[src/rtl/conv_mem_write_ctrl.sv]
// Output-memory write addresser for one conv layer: walks IMG_W*IMG_H pixels per channel, one strobe per pixel window.
// Optional flat address output wr_addr_lin is enabled by defining CONV_MEM_WR_LINEAR_EN.
module conv_mem_write_ctrl #(
    parameter int IMG_W          = 8,
    parameter int IMG_H          = 8,
    parameter int CHANNELS       = 3,
    parameter int CYCLES_PER_PIX = 25,
    parameter int START_DELAY    = 2,
    localparam int ADDR_W = (IMG_W * IMG_H > 1) ? $clog2(IMG_W * IMG_H) : 1,
    localparam int CH_W   = (CHANNELS > 1) ? $clog2(CHANNELS) : 1
) (
    input  logic              clk,
    input  logic              reset,
    input  logic              start,
    input  logic              enable,
    output logic [ADDR_W-1:0] addr0,
    output logic [CH_W-1:0]   count,
    output logic              wr_en,
    output logic              busy,
    output logic              done,
`ifdef CONV_MEM_WR_LINEAR_EN
    output logic [ADDR_W+CH_W-1:0] wr_addr_lin,
`endif
    output logic [1:0]        state_dbg
);

    localparam int PIX      = IMG_W * IMG_H;
    localparam int CYC_W    = (CYCLES_PER_PIX > 1) ? $clog2(CYCLES_PER_PIX) : 1;
    localparam int DLY_W    = (START_DELAY > 1) ? $clog2(START_DELAY) : 1;
    localparam int DLY_LAST = (START_DELAY > 0) ? START_DELAY - 1 : 0;

    localparam logic [ADDR_W-1:0] ADDR_LAST = ADDR_W'(PIX - 1);
    localparam logic [CH_W-1:0]   CH_LAST   = CH_W'(CHANNELS - 1);
    localparam logic [CYC_W-1:0]  CYC_LAST  = CYC_W'(CYCLES_PER_PIX - 1);
    localparam logic [DLY_W-1:0]  DLY_END   = DLY_W'(DLY_LAST);

    typedef enum logic [1:0] {
        IDLE  = 2'd0,
        DELAY = 2'd1,
        RUN   = 2'd2,
        DONE  = 2'd3
    } state_t;

    state_t            state, state_n;
    logic [ADDR_W-1:0] addr_n;
    logic [CH_W-1:0]   count_n;
    logic [CYC_W-1:0]  cyc, cyc_n;
    logic [DLY_W-1:0]  dly, dly_n;

    always_ff @(posedge clk) begin
        if (!reset) begin
            state <= IDLE;
            addr0 <= '0;
            count <= '0;
            cyc   <= '0;
            dly   <= '0;
        end else begin
            state <= state_n;
            addr0 <= addr_n;
            count <= count_n;
            cyc   <= cyc_n;
            dly   <= dly_n;
        end
    end

    // wr_en is a one-cycle strobe with no back-pressure; the consumer must accept
    // the write at {count,addr0} in the cycle it is high. enable=0 stalls RUN only.
    always_comb begin
        state_n = state;
        addr_n  = addr0;
        count_n = count;
        cyc_n   = cyc;
        dly_n   = dly;
        wr_en   = 1'b0;
        case (state)
            IDLE, DONE: begin
                if (start) begin
                    addr_n  = '0;
                    count_n = '0;
                    cyc_n   = '0;
                    dly_n   = '0;
                    state_n = (START_DELAY == 0) ? RUN : DELAY;
                end
            end
            DELAY: begin
                // Pipeline fill runs regardless of enable.
                if (dly == DLY_END) begin
                    state_n = RUN;
                    cyc_n   = '0;
                    dly_n   = '0;
                end else begin
                    dly_n = dly + DLY_W'(1);
                end
            end
            RUN: begin
                if (enable) begin
                    if (cyc == CYC_LAST) begin
                        wr_en = 1'b1;
                        cyc_n = '0;
                        if (addr0 == ADDR_LAST) begin
                            if (count == CH_LAST) begin
                                // Final address is held so it stays visible in DONE.
                                state_n = DONE;
                            end else begin
                                addr_n  = '0;
                                count_n = count + CH_W'(1);
                            end
                        end else begin
                            addr_n = addr0 + ADDR_W'(1);
                        end
                    end else begin
                        cyc_n = cyc + CYC_W'(1);
                    end
                end
            end
            default: state_n = IDLE;
        endcase
    end

    assign busy      = (state == DELAY) || (state == RUN);
    assign done      = (state == DONE);
    assign state_dbg = state;

`ifdef CONV_MEM_WR_LINEAR_EN
    localparam int LIN_W = ADDR_W + CH_W;
    assign wr_addr_lin = LIN_W'(count) * LIN_W'(PIX) + LIN_W'(addr0);
`endif

endmodule

[config.mk]
export PLATFORM = sky130hd
export DESIGN_NAME = conv_mem_write_ctrl
export DESIGN_NICKNAME = d
export VERILOG_FILES = /design/src/rtl/conv_mem_write_ctrl.sv
export SDC_FILE = /design/constraint.sdc
export NUM_CORES = 1
export LEC_CHECK = 0
export BUFFER_PORTS_ARGS = -buffer_cell sky130_fd_sc_hd__buf_4
export CORE_MARGIN = 8
export CORE_UTILIZATION = 40
export CTS_BUF_LIST = sky130_fd_sc_hd__clkbuf_4 sky130_fd_sc_hd__clkbuf_8
export CTS_CLUSTER_SIZE = 10
export DETAILED_ROUTE_END_ITERATION = 10
export PLACE_DENSITY = 0.72
export SETUP_SLACK_MARGIN = 0.05
export SYNTH_ARGS = -nofsm -noshare
export SYNTH_HDL_FRONTEND = slang
export SYNTH_SLANG_ARGS = --single-unit
[constraint.sdc]
create_clock -name clk -period 1.9 [get_ports clk]
set_input_delay 0.095 -clock clk [delete_from_list [all_inputs] [get_ports clk]]
set_output_delay 0.095 -clock clk [all_outputs]
set_load 0.005 [all_outputs]
; After elaboration in Yosys (flattened, before gate mapping)
; Cells that the tools add are included.
[totals]
wordCells = 63
inputBits = 4
regBits = 16
out_inout_bits = 13
[classes]
addsub = 4
n_eq_ne = 14
n_mux = 30
reduce_logical = 10
[op_table]
columns = op, count
row1 = $mux W6, 5
row2 = $mux W2, 11
row3 = $mux W5, 4
row4 = $pmux W5 S3, 1
row5 = $ne A2 B2 Y1 const B, 7
row6 = $pmux W6 S2, 1
row7 = $reduce_and A6 Y1, 2
row8 = $add A6 B1 Y6 const B, 1
row9 = $eq A2 B2 Y1 const B, 3
row10 = $eq A6 B6 Y1 const B, 1
row11 = $pmux W2 S3, 1
row12 = $add A5 B1 Y5 const B, 1
row13 = $eq A5 B5 Y1 const B, 1
row14 = $mux W1, 5
row15 = $reduce_and A5 Y1, 1
row16 = $pmux W2 S2, 1
row17 = $reduce_bool A2 Y1, 2
row18 = $ne A3 B3 Y1 const B, 1
row19 = $reduce_and A3 Y1, 1
row20 = $add A2 B1 Y2 const B, 1
row21 = $eq A2 B1 Y1 const B, 1
row22 = $logic_not A2 Y1, 1
row23 = $pmux W1 S2, 1
row24 = $reduce_and A2 Y1, 1
row25 = other kinds (3), 3

; Depth between registers and ports, before layout
; Gate-level depths: netlist of the first run.
[depth]
ltp_word = 6
ltp_mapped = 7
depth_no_buf = 6

; Worst setup path after synthesis of the first run
; No wires, ideal clock.
[synth_timing]
path_kind = register -> register
start = register state[0] (netlist: state_dbg[0])
end = register cyc[4]
path_buffers = 1
t_required_ns = 1.830
period_less_slack_ns = 1.680
setup_time_ns = 0.070
arrival_time_ns = 1.610
stages_incl_launch_ff = 8
path_slack_ns = 0.220
cell_sequence = dfxtp_1 > inv_1 > ha_1 > nand2b_1 > buf_2 > nand4_1 > or3_1 > a21oi_1
[synth_via]
elab_chain_len = 4
elab_cells_between_ends = 10
cone_classes = eq/ne (6) / mux (1) / reduce/logical (3)
[synth_rtl]
columns = element, line
row1 = start: declaration, 44  ; state_t state, state_n;
row2 = start signal: assignment, 58  ; state <= state_n;
row3 = $eq A2 B2 Y1 / $logic_not A2 Y1 (equally long branches), 75  ; case (state)
row4 = $reduce_or A2 Y1, 75
row5 = $ne A2 B2 Y1 (no source line), n/a
row6 = $reduce_and A3 Y1 (no source line), n/a
row7 = end signal: assignment, 61  ; cyc <= cyc_n;
row8 = end: declaration, 47  ; logic [CYC_W-1:0] cyc, cyc_n;
; Parallel ways exist; a longest one is shown, timed or not.
; A chain may end at the register's enable or synchronous reset.

; Worst setup path in the final report of the first run
[layout_timing]
start = register state[0] (netlist: state_dbg[0])
end = register cyc[3]
; The elaborated chain is that of the path after synthesis.

==> results.rst, run 1 <==
.. list-table::
   :header-rows: 1

   * - Metric
     - Value
   * - Run status
     - complete, no violations
   * - Grt ovf
     - 0
   * - Synth Area per Inst
     - ~8.4 um2
   * - N_diodes
     - 0
   * - Post-synthesis adder-cell area fraction
     - 0.0920
   * - Num Clock Sinks
     - 16
   * - EDFF count, synth
     - 0
   * - Synth cell types
     - 37
   * - Number of placement rows
     - 17
   * - Die width
     - roughly 65 um
   * - Share of synthesized area spent on multiplexers
     - 0.0210
   * - Placeable core region
     - approximately 2200 um2
   * - Most area-hungry cell type in the Yosys netlist
     - sky130_fd_sc_hd__dfxtp_1
   * - Count of final setup violators
     - 0
   * - RSZ-0062 raised after global routing
     - no
   * - Initial DRC Count
     - 24
   * - Portion of synthesized cell area occupied by the leading cell type
     - 0.336
   * - Share of the cycle needed by the critical path after routing
     - 0.898
   * - Global-route wire length before repair
     - between 3000 and 4000 um
   * - Met2 wirelength from detailed routing
     - ~1000 um
   * - Final hold violation count
     - 0
   * - Fraction of the mapped netlist area in compound gates
     - 0.194
   * - Main synth FF type
     - sky130_fd_sc_hd__dfxtp_1
   * - Number of global-route vias before repair
     - ~830
   * - Initial antenna violation count
     - 0
   * - Clock transition at the registers of the reported paths
     - around 0.090 ns
   * - Number of buffers created by CTS
     - 3
   * - Setup Total Neg Slack
     - 0 ns
   * - Number of fillers in the final layout
     - between 200 and 250
   * - Most common cell in the synthesized netlist
     - sky130_fd_sc_hd__dfxtp_1
   * - MaxCap Viol Count
     - 0
   * - Detailed-routed wire length on met3
     - around 52 um
   * - Post-synthesis sequential element count
     - 16
   * - Vias per cell
     - roughly 5.5
   * - Worst Path Buf+Inv
     - 1
   * - Final WL
     - ~2100 um
   * - GPL Wtd Cong
     - roughly 0.81
   * - Leading post-synthesis cells by instance count
     - sky130_fd_sc_hd__dfxtp_1 (16), sky130_fd_sc_hd__inv_1 (11), sky130_fd_sc_hd__nand2_1 (11)
   * - Top layer used by detailed routing
     - met4
   * - Number of design rule violations left after detail routing
     - 0
   * - Starting density of the core
     - 0.426
   * - Boundary pin count
     - 17
   * - Dominant cells by area after synthesis
     - sky130_fd_sc_hd__dfxtp_1 (34%), sky130_fd_sc_hd__ha_1 (9.2%), sky130_fd_sc_hd__inv_1 (4.3%)
   * - Areal power density over the cells
     - approximately 1100 nW/um2
   * - Number of H-tree levels
     - 1
   * - Classification of the worst setup path
     - reg2reg
   * - Xor-xnor portion of the synthesized cell area
     - 0.0276
   * - Worst-case vdd ir drop
     - between 1 and 1.5 mV
   * - Detailed placement HPWL
     - about 1700 um
   * - Count of hold-fix buffers inserted at cts
     - 0
   * - Post-synthesis async set-or-reset flop share
     - 0
   * - Simple-Gate Fraction of Synth Area
     - 0.271
   * - Capturing element type of the critical path
     - flip-flop
   * - FF-to-FF setup slack
     - between 0.15 and 0.2 ns
   * - Total power draw
     - 1.26 mW
   * - Post-synthesis cell area
     - about 950 um2
   * - CP max stage cell
     - sky130_fd_sc_hd__dfxtp_1
   * - Via count
     - 880
   * - CTS tree
     - done
   * - Syn. warnings
     - 0
   * - Die area
     - roughly 4200 um2
   * - Number of port buffers
     - 16
   * - Die height
     - roughly 65 um
   * - Hold Crit Class
     - in2reg
   * - Kind of start point of the critical path
     - flip-flop
   * - Final critical delay including setup and external delays
     - approximately 1.7 ns
   * - Insertion delay to the later sink of the worst-skew pair
     - a little under 0.3 ns
   * - Worst path required time
     - 2.13 ns
   * - Leak pwr
     - 0.467 nW
   * - Net count reported at finish
     - ~140
   * - GRT Resource Usage Total
     - 0.106
   * - Total routed wire length on the met1 layer
     - approximately 1000 um
   * - Largest delay share family, worst path
     - simple AND/OR/NAND/NOR gates
   * - Clk Tree Root Cell
     - sky130_fd_sc_hd__clkbuf_4
   * - Worst Skew
     - 0.00168 ns
   * - Worst endpoint data arrival time
     - around 1.9 ns
   * - Number of nets with antenna violations after detailed routing
     - 0
   * - Slew @ Worst Pin
     - about 0.35 ns
   * - Number of search-and-repair iterations in the first detailed-routing pass
     - 4
   * - Largest net degree at the start of global routing
     - 14
   * - Longest individual stage delay on the worst path
     - a little over 0.4 ns
   * - Sequential fraction of the synthesis area
     - 0.336
   * - Net count after synthesis
     - between 100 and 150
   * - Routed WL per cell
     - 13.5 um
   * - CP max FO
     - 13
   * - CP cell instances
     - inv_1, ha_2, nand2b_1, nand4_1, or3_1, a21oi_1
   * - Fmax
     - 0.586 GHz
   * - Final Slew Violations
     - 0
   * - Post-synthesis cell count
     - around 110
   * - Maximum buffer depth of the clock tree
     - 2
   * - Area grow syn2layout
     - 18.5%
   * - Relative slew margins
     - 0.765
   * - Largest family of logic cells by synthesized area
     - simple AND/OR/NAND/NOR gates
   * - Fraction of layout cells with a size suffix above 1
     - 0.191
state kept, by name (all words and copies together) (netlist names):
register,cells
count,2
dly,1
addr0,6
state_dbg,2
cyc,5
cells in the final DEF (no fill, tap or decap), types with 4 or more instances in the layout:
| cell | instances |
|---|---|
| sky130_fd_sc_hd__buf_4 | 17 |
| sky130_fd_sc_hd__nand4_1 | 6 |
| sky130_fd_sc_hd__nand2b_1 | 4 |
| sky130_fd_sc_hd__ha_1 | 6 |
| sky130_fd_sc_hd__nor2_1 | 5 |
| sky130_fd_sc_hd__nand2_1 | 11 |
| sky130_fd_sc_hd__dfxtp_1 | 16 |
| sky130_fd_sc_hd__a21oi_1 | 5 |
| sky130_fd_sc_hd__nand3_1 | 5 |
| sky130_fd_sc_hd__inv_1 | 11 |
metal layers:
metal,vias up,global-route usage
li1,451,-
met5,-,0
met4,0,0.0572
met2,12,0.171
met3,5,0.0275
met1,412,0.126
cell type report:
type                    count  area (um2)  share of cell area
well taps                  28        35.0              0.0310
clock buffers               3        22.5              0.0200
inverters                  11        41.3              0.0366
multi-input cells          84         582               0.516
repair buffers             17         128               0.113
flip-flops and latches     16         320               0.284
tightest hold or removal path, cell delays in order:
cell,delay (ns)
sky130_fd_sc_hd__buf_4,0.13
sky130_fd_sc_hd__nand2_1,0.06
sky130_fd_sc_hd__o41ai_1,0.07
through the flow:
step | area [um2] | std cells | worst slack [ns] | hold WS (ns) | util
finish | 1130 | 159 | 0.193 | 0.103 | 0.505
global placement | 1100 | 156 | 0.207 | 0.414 | 0.493
floorplan | 952 | 114 | 0.220 | 0.253 | -
global route | 1130 | 159 | 0.0678 | 0.0959 | 0.505
CTS | 1120 | 159 | 0.0615 | 0.102 | 0.503
detailed placement | 1100 | 156 | 0.0978 | 0.414 | 0.493
where the power goes:
group / internal (mW) / switching [mW] / leakage (nW)
Combinational: 0.299 / 0.362 / 0.324
Clock: 0.0738 / 0.107 / 0.0138
Sequential: 0.376 / 0.0422 / 0.130
timing repair:
action / 4_1_cts / 5_1_grt
setup endpoints to repair: 0 / 12
resized for setup: 0 / 2
buffers inserted: 0 / 0
logic make-up after synthesis:
family                   Yosys count
AO/OA/AOI/OAI                     26
XOR/XNOR                           3
adder cells (fa/ha/maj)            7
buffers and inverters             14
flip-flops                        16
multiplexers                       2
AND/OR/NAND/NOR                   46
final timing paths:
path                                   start        to  cells after the start
worst max-delay path            state_dbg[0]    cyc[3]                      6
worst min-delay path                  enable  count[1]                      3
worst max register to register  state_dbg[0]    cyc[3]                      6
worst min register to register        cyc[4]    cyc[4]                      2
Note: power is estimated with default switching activity, not from simulation.
==> inputs of run 2 (changes only) <==
REMOVE_ABC_BUFFERS = 1   (was unset)
==> results.rst, run 2 (synthesized netlist as in run 1, its figures left out) <==
.. list-table::
   :header-rows: 1

   * - Metric
     - Value
   * - Run status
     - complete, no violations
   * - Hold Crit Class
     - in2reg
   * - Slew @ Worst Pin
     - 0.322 ns (-0.0282 ns)
   * - Areal power density over the cells
     - 1120 nW/um2 (+0.28%)
   * - CTS tree
     - done
   * - Fraction of layout cells with a size suffix above 1
     - 0.198 (+0.00763)
   * - Portion of total power attributed to combinational logic
     - 0.529 (+0.004)
   * - Worst path required time
     - 2.13 ns (about the same)
   * - Setup Total Neg Slack
     - 0 ns (unchanged)
   * - Post-Layout Cell Count
     - 159 (unchanged)
   * - Vias per cell
     - 5.69 (+2.8%)
   * - Starting density of the core
     - 0.426 (unchanged)
   * - GPL Wtd Cong
     - 0.824 (+2.3%)
   * - Worst endpoint data arrival time
     - 1.92 ns (about the same)
   * - Number of H-tree levels
     - 1 (unchanged)
   * - Max reg flops
     - 6 (unchanged)
   * - Area grow syn2layout
     - 19.3%
   * - Final Slew Violations
     - 0 (unchanged)
   * - Share of the cycle needed by the critical path after routing
     - 0.891 (-0.00729)
   * - Reported net switching power
     - 0.519 mW (+1.4%)
   * - Insertion delay to the later sink of the worst-skew pair
     - 0.29 ns (about the same)
   * - Num Clock Sinks
     - 16 (unchanged)
   * - Boundary pin count
     - 17 (unchanged)
   * - Most common library cell in the layout ignoring fill and taps
     - sky130_fd_sc_hd__buf_4
   * - Part of the power in the clock network
     - 0.142 (-0.002)
   * - MaxCap Viol Count
     - 0 (unchanged)
   * - Largest net degree at the start of global routing
     - 14 (unchanged)
   * - Number of placement rows
     - 17 (unchanged)
   * - Most used cells in the layout excluding fill and tap cells
     - sky130_fd_sc_hd__buf_4 (17), sky130_fd_sc_hd__dfxtp_1 (16), sky130_fd_sc_hd__inv_1 (11), sky130_fd_sc_hd__nand2_1 (11)
   * - Number of global-route vias before repair
     - 889 (+7.2%)
   * - Part of the total power dissipated in sequential elements
     - 0.330 (-0.002)
   * - Final design utilization
     - 0.509 (+0.00336)
   * - Grt ovf
     - 0 (unchanged)
   * - Clk Tree Root Cell
     - sky130_fd_sc_hd__clkbuf_4
   * - CP max FO
     - 5 (-8)
   * - Buffers inserted by post-CTS timing repair
     - 0 (unchanged)
   * - Initial antenna violation count
     - 0 (unchanged)
   * - Quantity of gates resized following cts
     - 0 (unchanged)
   * - Classification of the worst setup path
     - reg2reg
   * - Final WL
     - 2170 um (+1.0%)
   * - Initial DRC Count
     - 27 (+13%)
   * - Internal Power
     - 0.754 mW (+0.60%)
   * - Die width
     - 64.8 um (unchanged)
   * - Placeable core region
     - 2230 um2 (unchanged)
   * - Leak pwr
     - 0.473 nW (+1.2%)
   * - Die area
     - 4200 um2 (unchanged)
   * - Via count
     - 905 (+2.8%)
   * - Die height
     - 64.8 um (unchanged)
   * - Number of buffers created by CTS
     - 3 (unchanged)
   * - Final hold violation count
     - 0 (unchanged)
   * - CP cell instances
     - inv_1, ha_2, buf_4, a31oi_1, o21a_1, o2bb2ai_1
   * - Longest individual stage delay on the worst path
     - 0.41 ns (about the same)
   * - Biggest regs
     - addr0 (6), cyc (5)
   * - Number of port buffers
     - 16 (unchanged)
   * - Maximum buffer depth of the clock tree
     - 2 (unchanged)
   * - CP max stage cell
     - sky130_fd_sc_hd__dfxtp_1
   * - Global-route wire length before repair
     - 3700 um (+2.1%)
   * - Total power draw
     - 1.27 mW (+0.94%)
   * - Net count reported at finish
     - 144 (unchanged)
   * - Largest reg by FF count
     - addr0
   * - N_diodes
     - 0 (unchanged)
   * - Count of final setup violators
     - 0 (unchanged)
   * - Number of search-and-repair iterations in the first detailed-routing pass
     - 5 (+1)
   * - Final critical delay including setup and external delays
     - 1.69 ns (-0.0138 ns)
   * - Detailed placement HPWL
     - 1700 um (+2.2%)
   * - Sw Share
     - 0.408 (+0.00203)
   * - Clock transition at the registers of the reported paths
     - 0.09 ns (about the same)
   * - RSZ-0062 raised after global routing
     - no
   * - Worst Skew
     - 0.00306 ns (+0.00138 ns)
   * - Number of nets with antenna violations after detailed routing
     - 0 (unchanged)
   * - Fmax
     - 0.591 GHz (+0.82%)
   * - Kind of start point of the critical path
     - flip-flop
   * - GRT Resource Usage Total
     - 0.107 (+0.000854)
   * - Placed insts
     - 156 (unchanged)
   * - Relative slew margins
     - 0.784 (+0.0189)
   * - Number of design rule violations left after detail routing
     - 0 (unchanged)
   * - Routed WL per cell
     - 13.6 um (+1.0%)
   * - Count of hold-fix buffers inserted at cts
     - 0 (unchanged)
   * - Worst-case vdd ir drop
     - 0.745 mV (-38%)
   * - Capturing element type of the critical path
     - flip-flop
-- run 2: path summary, 6_finish.rpt --
kind / to / start / cells after the start / slack (ns)
worst max-delay path: addr0[1] / state_dbg[0] / 6 / 0.21
worst min-delay path: state_dbg[1] / reset / 2 / 0.10
worst max register to register: addr0[1] / state_dbg[0] / 6 / 0.21
worst min register to register: dly / dly / 2 / 0.48
-- run 2: critical path: cells and delay by family (launching register included) --
kind	cells	cell delay, ns
buffers and inverters	2	0.23
adders and majority gates	1	0.30
AOI/OAI and AO/OA	3	0.70
DFF	1	0.41
-- run 2: metrics by stage --
step	setup WS, ns	hold slack [ns]	cell area (um2)
after global placement	0.195	0.409	1100
final	0.207	0.105	1140
after floorplan	0.231	0.228	938
after CTS	0.0672	0.0977	1120
after detailed placement	0.0955	0.414	1100
after global routing	0.104	0.112	1140
-- run 2: layout make-up --
class	count	area (um2)
Tap cell	28	35.0
Inverter	11	41.3
Sequential cell	16	320
Multi-Input combinational cell	84	589
Timing Repair Buffer	17	128
Clock buffer	3	22.5
Fill cell	215	1100
-- run 2: power by group through the flow --
stage,combinational [mW],clock [mW],sequential [mW]
2_1_floorplan,0.436,0,0.422
3_3_place_gp,0.634,0,0.422
3_5_place_dp,0.647,0,0.428
4_1_cts,0.650,0.187,0.420
5_1_grt,0.747,0.194,0.427
6_report,0.673,0.180,0.420
-- run 2: layer usage --
layer,track usage,up-vias,wire length [um],share of wire
li1,-,455,-,-
met1,0.119,422,1020,0.47
met3,0.0223,4,82,0.038
met2,0.185,24,1030,0.47
met4,0.0599,0,40,0.018
met5,0,-,0,0
==> inputs of run 3 (changes only) <==
ABC_AREA = 1   (was unset)
CORE_MARGIN = 2   (was 8)
TNS_END_PERCENT = 30   (was unset)
==> results.rst, run 3 <==
.. list-table::
   :header-rows: 1

   * - Metric
     - Value
   * - Run status
     - complete, no violations
   * - Sequential fraction of the synthesis area
     - 0.310 (-0.0265)
   * - Capturing element type of the critical path
     - flip-flop
   * - Clk Tree Root Cell
     - sky130_fd_sc_hd__clkbuf_4
   * - Portion of total power attributed to combinational logic
     - 0.534 (+0.005)
   * - Number of design rule violations left after detail routing
     - 0 (unchanged)
   * - Final hold violation count
     - 0 (unchanged)
   * - Total power draw
     - 1.41 mW (+11%)
   * - Xor-xnor portion of the synthesized cell area
     - 0.00847 (-0.0191)
   * - GRT Resource Usage Total
     - 0.156 (+0.0488)
   * - Main synth FF type
     - sky130_fd_sc_hd__dfxtp_1
   * - Max reg flops
     - 6 (unchanged)
   * - Post-synthesis sequential element count
     - 16 (unchanged)
   * - N_diodes
     - 0 (unchanged)
   * - Grt ovf
     - 0 (unchanged)
   * - Number of search-and-repair iterations in the first detailed-routing pass
     - 4 (-1)
   * - Initial DRC Count
     - 15 (-44%)
   * - Post-synthesis adder-cell area fraction
     - 0.0847 (-0.00724)
   * - Via count
     - 968 (+7.0%)
   * - Simple-Gate Fraction of Synth Area
     - 0.380 (+0.109)
   * - Insertion delay to the later sink of the worst-skew pair
     - 0.29 ns (about the same)
   * - Number of H-tree levels
     - 1 (unchanged)
   * - Classification of the worst setup path
     - reg2reg
   * - Critical Path Most Common Cell
     - sky130_fd_sc_hd__nand2_1
   * - Post-Layout Cell Count
     - 206 (+30%)
   * - Routed WL per cell
     - 9.96 um (-27%)
   * - Worst endpoint data arrival time
     - 1.91 ns (about the same)
   * - Number of buffers created by CTS
     - 3 (unchanged)
   * - Share of synthesized area spent on multiplexers
     - 0 (-0.0210)
   * - Number of placement rows
     - 18 (+1)
   * - Post-Route Hold Slack
     - 0.0734 ns (-0.0314 ns)
   * - Boundary pin count
     - 17 (unchanged)
   * - Reported net switching power
     - 0.625 mW (+20%)
   * - Relative slew margins
     - 0.815 (+0.0311)
   * - GPL Wtd Cong
     - 0.835 (+1.4%)
   * - Largest delay share family, worst path
     - simple AND/OR/NAND/NOR gates
   * - Fraction of the mapped netlist area in compound gates
     - 0.104 (-0.0904)
   * - Post-synthesis cell count
     - 157 (+38%)
   * - CP max FO
     - 5 (unchanged)
   * - Number of fillers in the final layout
     - 256 (+19%)
   * - Number of port buffers
     - 16 (unchanged)
   * - Fraction of layout cells with a size suffix above 1
     - 0.188 (-0.0110)
   * - Number of global-route vias before repair
     - 877 (-1.3%)
   * - Worst reg2reg path startpoint
     - state_dbg[0]
   * - Final Slew Violations
     - 0 (unchanged)
   * - Most common library cell in the layout ignoring fill and taps
     - sky130_fd_sc_hd__nand2_1
   * - Global-route wire length before repair
     - 3370 um (-8.8%)
   * - Leak pwr
     - 0.589 nW (+25%)
   * - Dominant cells by area after synthesis
     - sky130_fd_sc_hd__dfxtp_1 (31%), sky130_fd_sc_hd__nand2_1 (15%), sky130_fd_sc_hd__inv_1 (9.4%)
   * - Synth cell types
     - 22 (-41%)
   * - Last element of the critical path
     - cyc[2]
   * - Detailed placement HPWL
     - 1640 um (-4.0%)
   * - Die area
     - 3010 um2 (-28%)
   * - Internal Power
     - 0.786 mW (+4.2%)
   * - Synth Area per Inst
     - 6.58 um2 (-21%)
   * - RSZ-0062 raised after global routing
     - yes
   * - Placeable core region
     - 2450 um2 (+9.9%)
   * - Syn. warnings
     - 0 (unchanged)
   * - Part of the power in the clock network
     - 0.164 (+0.022)
   * - Biggest regs
     - addr0 (6), cyc (5)
   * - End of the worst register-to-register path
     - cyc[2]
   * - Worst-case vdd ir drop
     - 0.673 mV (-9.6%)
   * - CTS tree
     - done
   * - Largest net degree at the start of global routing
     - 10 (-4)
   * - Fmax
     - 0.578 GHz (-2.2%)
   * - Die height
     - 54.8 um (-15%)
   * - Maximum buffer depth of the clock tree
     - 2 (unchanged)
   * - EDFF count, synth
     - 0 (unchanged)
   * - Starting density of the core
     - 0.421 (-0.00533)
   * - Net count reported at finish
     - 188 (+31%)
   * - Hold Crit Class
     - in2reg
   * - Most used cells in the layout excluding fill and tap cells
     - sky130_fd_sc_hd__nand2_1 (42), sky130_fd_sc_hd__inv_1 (26), sky130_fd_sc_hd__nor2_1 (21)
   * - Count of hold-fix buffers inserted at cts
     - 0 (unchanged)
   * - Placed insts
     - 202 (+29%)
   * - Final WL
     - 2050 um (-5.4%)
   * - Part of the total power dissipated in sequential elements
     - 0.302 (-0.028)
   * - Most common cell in the synthesized netlist
     - sky130_fd_sc_hd__nand2_1
   * - FF-to-FF setup slack
     - 0.17 ns (-0.04 ns)
   * - Portion of synthesized cell area occupied by the leading cell type
     - 0.310 (-0.0265)
   * - Count of final setup violators
     - 0 (unchanged)
   * - Post-synthesis async set-or-reset flop share
     - 0 (unchanged)
   * - Worst Skew
     - 0.0107 ns (+0.00762 ns)
   * - CP cell instances
     - inv_1, ha_1, nand2_1, nand2_2, nor2_1, nand2_1, nand2_1, nor3_1
   * - Slew @ Worst Pin
     - 0.276 ns (-0.0462 ns)
   * - Number of cells on the worst reg-to-reg path
     - 8 (+2)
   * - Number of nets with antenna violations after detailed routing
     - 0 (unchanged)
   * - Vias per cell
     - 4.70 (-17%)
   * - Num Clock Sinks
     - 16 (unchanged)
   * - Setup Total Neg Slack
     - 0 ns (unchanged)
   * - Share of the cycle needed by the critical path after routing
     - 0.911 (+0.0202)
   * - Clock transition at the registers of the reported paths
     - 0.10 ns (about the same)
   * - Sw Share
     - 0.443 (+0.0353)
   * - Leading post-synthesis cells by instance count
     - sky130_fd_sc_hd__nand2_1 (42), sky130_fd_sc_hd__inv_1 (26), sky130_fd_sc_hd__nor2_1 (22)
   * - Largest family of logic cells by synthesized area
     - simple AND/OR/NAND/NOR gates
   * - Worst path required time
     - 2.08 ns (-0.05 ns)
   * - CP max stage cell
     - sky130_fd_sc_hd__dfxtp_1
   * - Die width
     - 54.8 um (-15%)
   * - Final critical delay including setup and external delays
     - 1.73 ns (+0.0385 ns)
   * - CP Launch Point
     - state_dbg[0]
   * - Worst Path Buf+Inv
     - 1 (-1)
   * - MaxCap Viol Count
     - 0 (unchanged)
   * - Most area-hungry cell type in the Yosys netlist
     - sky130_fd_sc_hd__dfxtp_1
   * - Area grow syn2layout
     - 18.3%
   * - Areal power density over the cells
     - 1150 nW/um2 (+3.0%)
   * - Longest individual stage delay on the worst path
     - 0.41 ns (about the same)
   * - Post-synthesis cell area
     - 1030 um2 (+8.5%)
   * - Initial antenna violation count
     - 0 (unchanged)
   * - Largest reg by FF count
     - addr0
   * - Kind of start point of the critical path
     - flip-flop
   * - Cell count along the critical path
     - 8 (+2)
-- run 3: cell types whose count changed in the layout (fill, tap and decap cells not counted), sizes merged, moves of 5 or more --
cell | before | now
nand3 | 6 | 11
inv | 11 | 27
nand2b | 5 | 0
nand2 | 11 | 46
nor2 | 5 | 22
a21oi | 5 | 12
-- run 3: worst register-to-register path, stage by stage (launching register included) --
cell and delay, ns:
sky130_fd_sc_hd__dfxtp_1 0.41, sky130_fd_sc_hd__inv_1 0.06, sky130_fd_sc_hd__ha_1 0.35, sky130_fd_sc_hd__nand2_1 0.13
sky130_fd_sc_hd__nand2_2 0.09, sky130_fd_sc_hd__nor2_1 0.24, sky130_fd_sc_hd__nand2_1 0.08, sky130_fd_sc_hd__nand2_1 0.16
sky130_fd_sc_hd__nor3_1 0.09
-- run 3: worst min path at each step --
| stage | startpoint | endpoint | slack [ns] | depth (start not counted) |
|---|---|---|---|---|
| after floorplan | reset | count[1] | 0.22 | 2 |
| after global placement | reset | state_dbg[0] | 0.39 | 3 |
| after detailed placement | reset | count[1] | 0.39 | 3 |
| after CTS | reset | state_dbg[1] | 0.06 | 3 |
| after global routing | reset | count[0] | 0.08 | 3 |
| final | reset | state_dbg[1] | 0.07 | 3 |
-- run 3: timing repair --
item	in CTS	in global routing
buffers inserted	0	0
setup endpoints to repair	0	2
resized for setup	0	1
-- run 3: metrics by stage --
stage | setup slack (ns) | util | cell area (um2)
after floorplan | 0.342 | - | 1020
after global placement | 0.252 | 0.482 | 1180
after detailed placement | 0.188 | 0.482 | 1180
after CTS | 0.152 | 0.497 | 1220
after global routing | 0.0488 | 0.498 | 1220
final | 0.168 | 0.498 | 1220
-- run 3: routing by layer --
| metal | part of all wire | GRT usage | vias up |
|---|---|---|---|
| met3 | 0.036 | 0.0246 | 4 |
| met5 | 0 | 0 | - |
| li1 | - | - | 531 |
| met4 | 0.014 | 0.0750 | 0 |
| met2 | 0.47 | 0.274 | 16 |
| met1 | 0.48 | 0.181 | 417 |
-- run 3: area by class of cell --
| type | instances | area, um2 | share of cell area |
|---|---|---|---|
| Timing Repair Buffer | 17 | 128 | 0.104 |
| Clock buffer | 4 | 36.3 | 0.0297 |
| Multi-Input combinational cell | 112 | 599 | 0.490 |
| Sequential cell | 16 | 320 | 0.262 |
| Inverter | 27 | 101 | 0.0829 |
| Tap cell | 30 | 37.5 | 0.0307 |
-- run 3: power by group through the flow --
| stage | sequential [mW] | combinational (mW) | clock [mW] |
|---|---|---|---|
| 6_report | 0.426 | 0.753 | 0.232 |
| 2_1_floorplan | 0.431 | 0.553 | 0 |
| 3_3_place_gp | 0.432 | 0.747 | 0 |
| 4_1_cts | 0.427 | 0.756 | 0.243 |
| 3_5_place_dp | 0.434 | 0.752 | 0 |
| 5_1_grt | 0.435 | 0.854 | 0.256 |
-- run 3: kinds of logic (layout without fill, tap and decap cells) --
group	Yosys count	count (layout)
fa+ha+maj	7	7
compound gates	17	17
buf+inv	29	48
xor+xnor	1	1
flops	16	16
simple gates	87	87
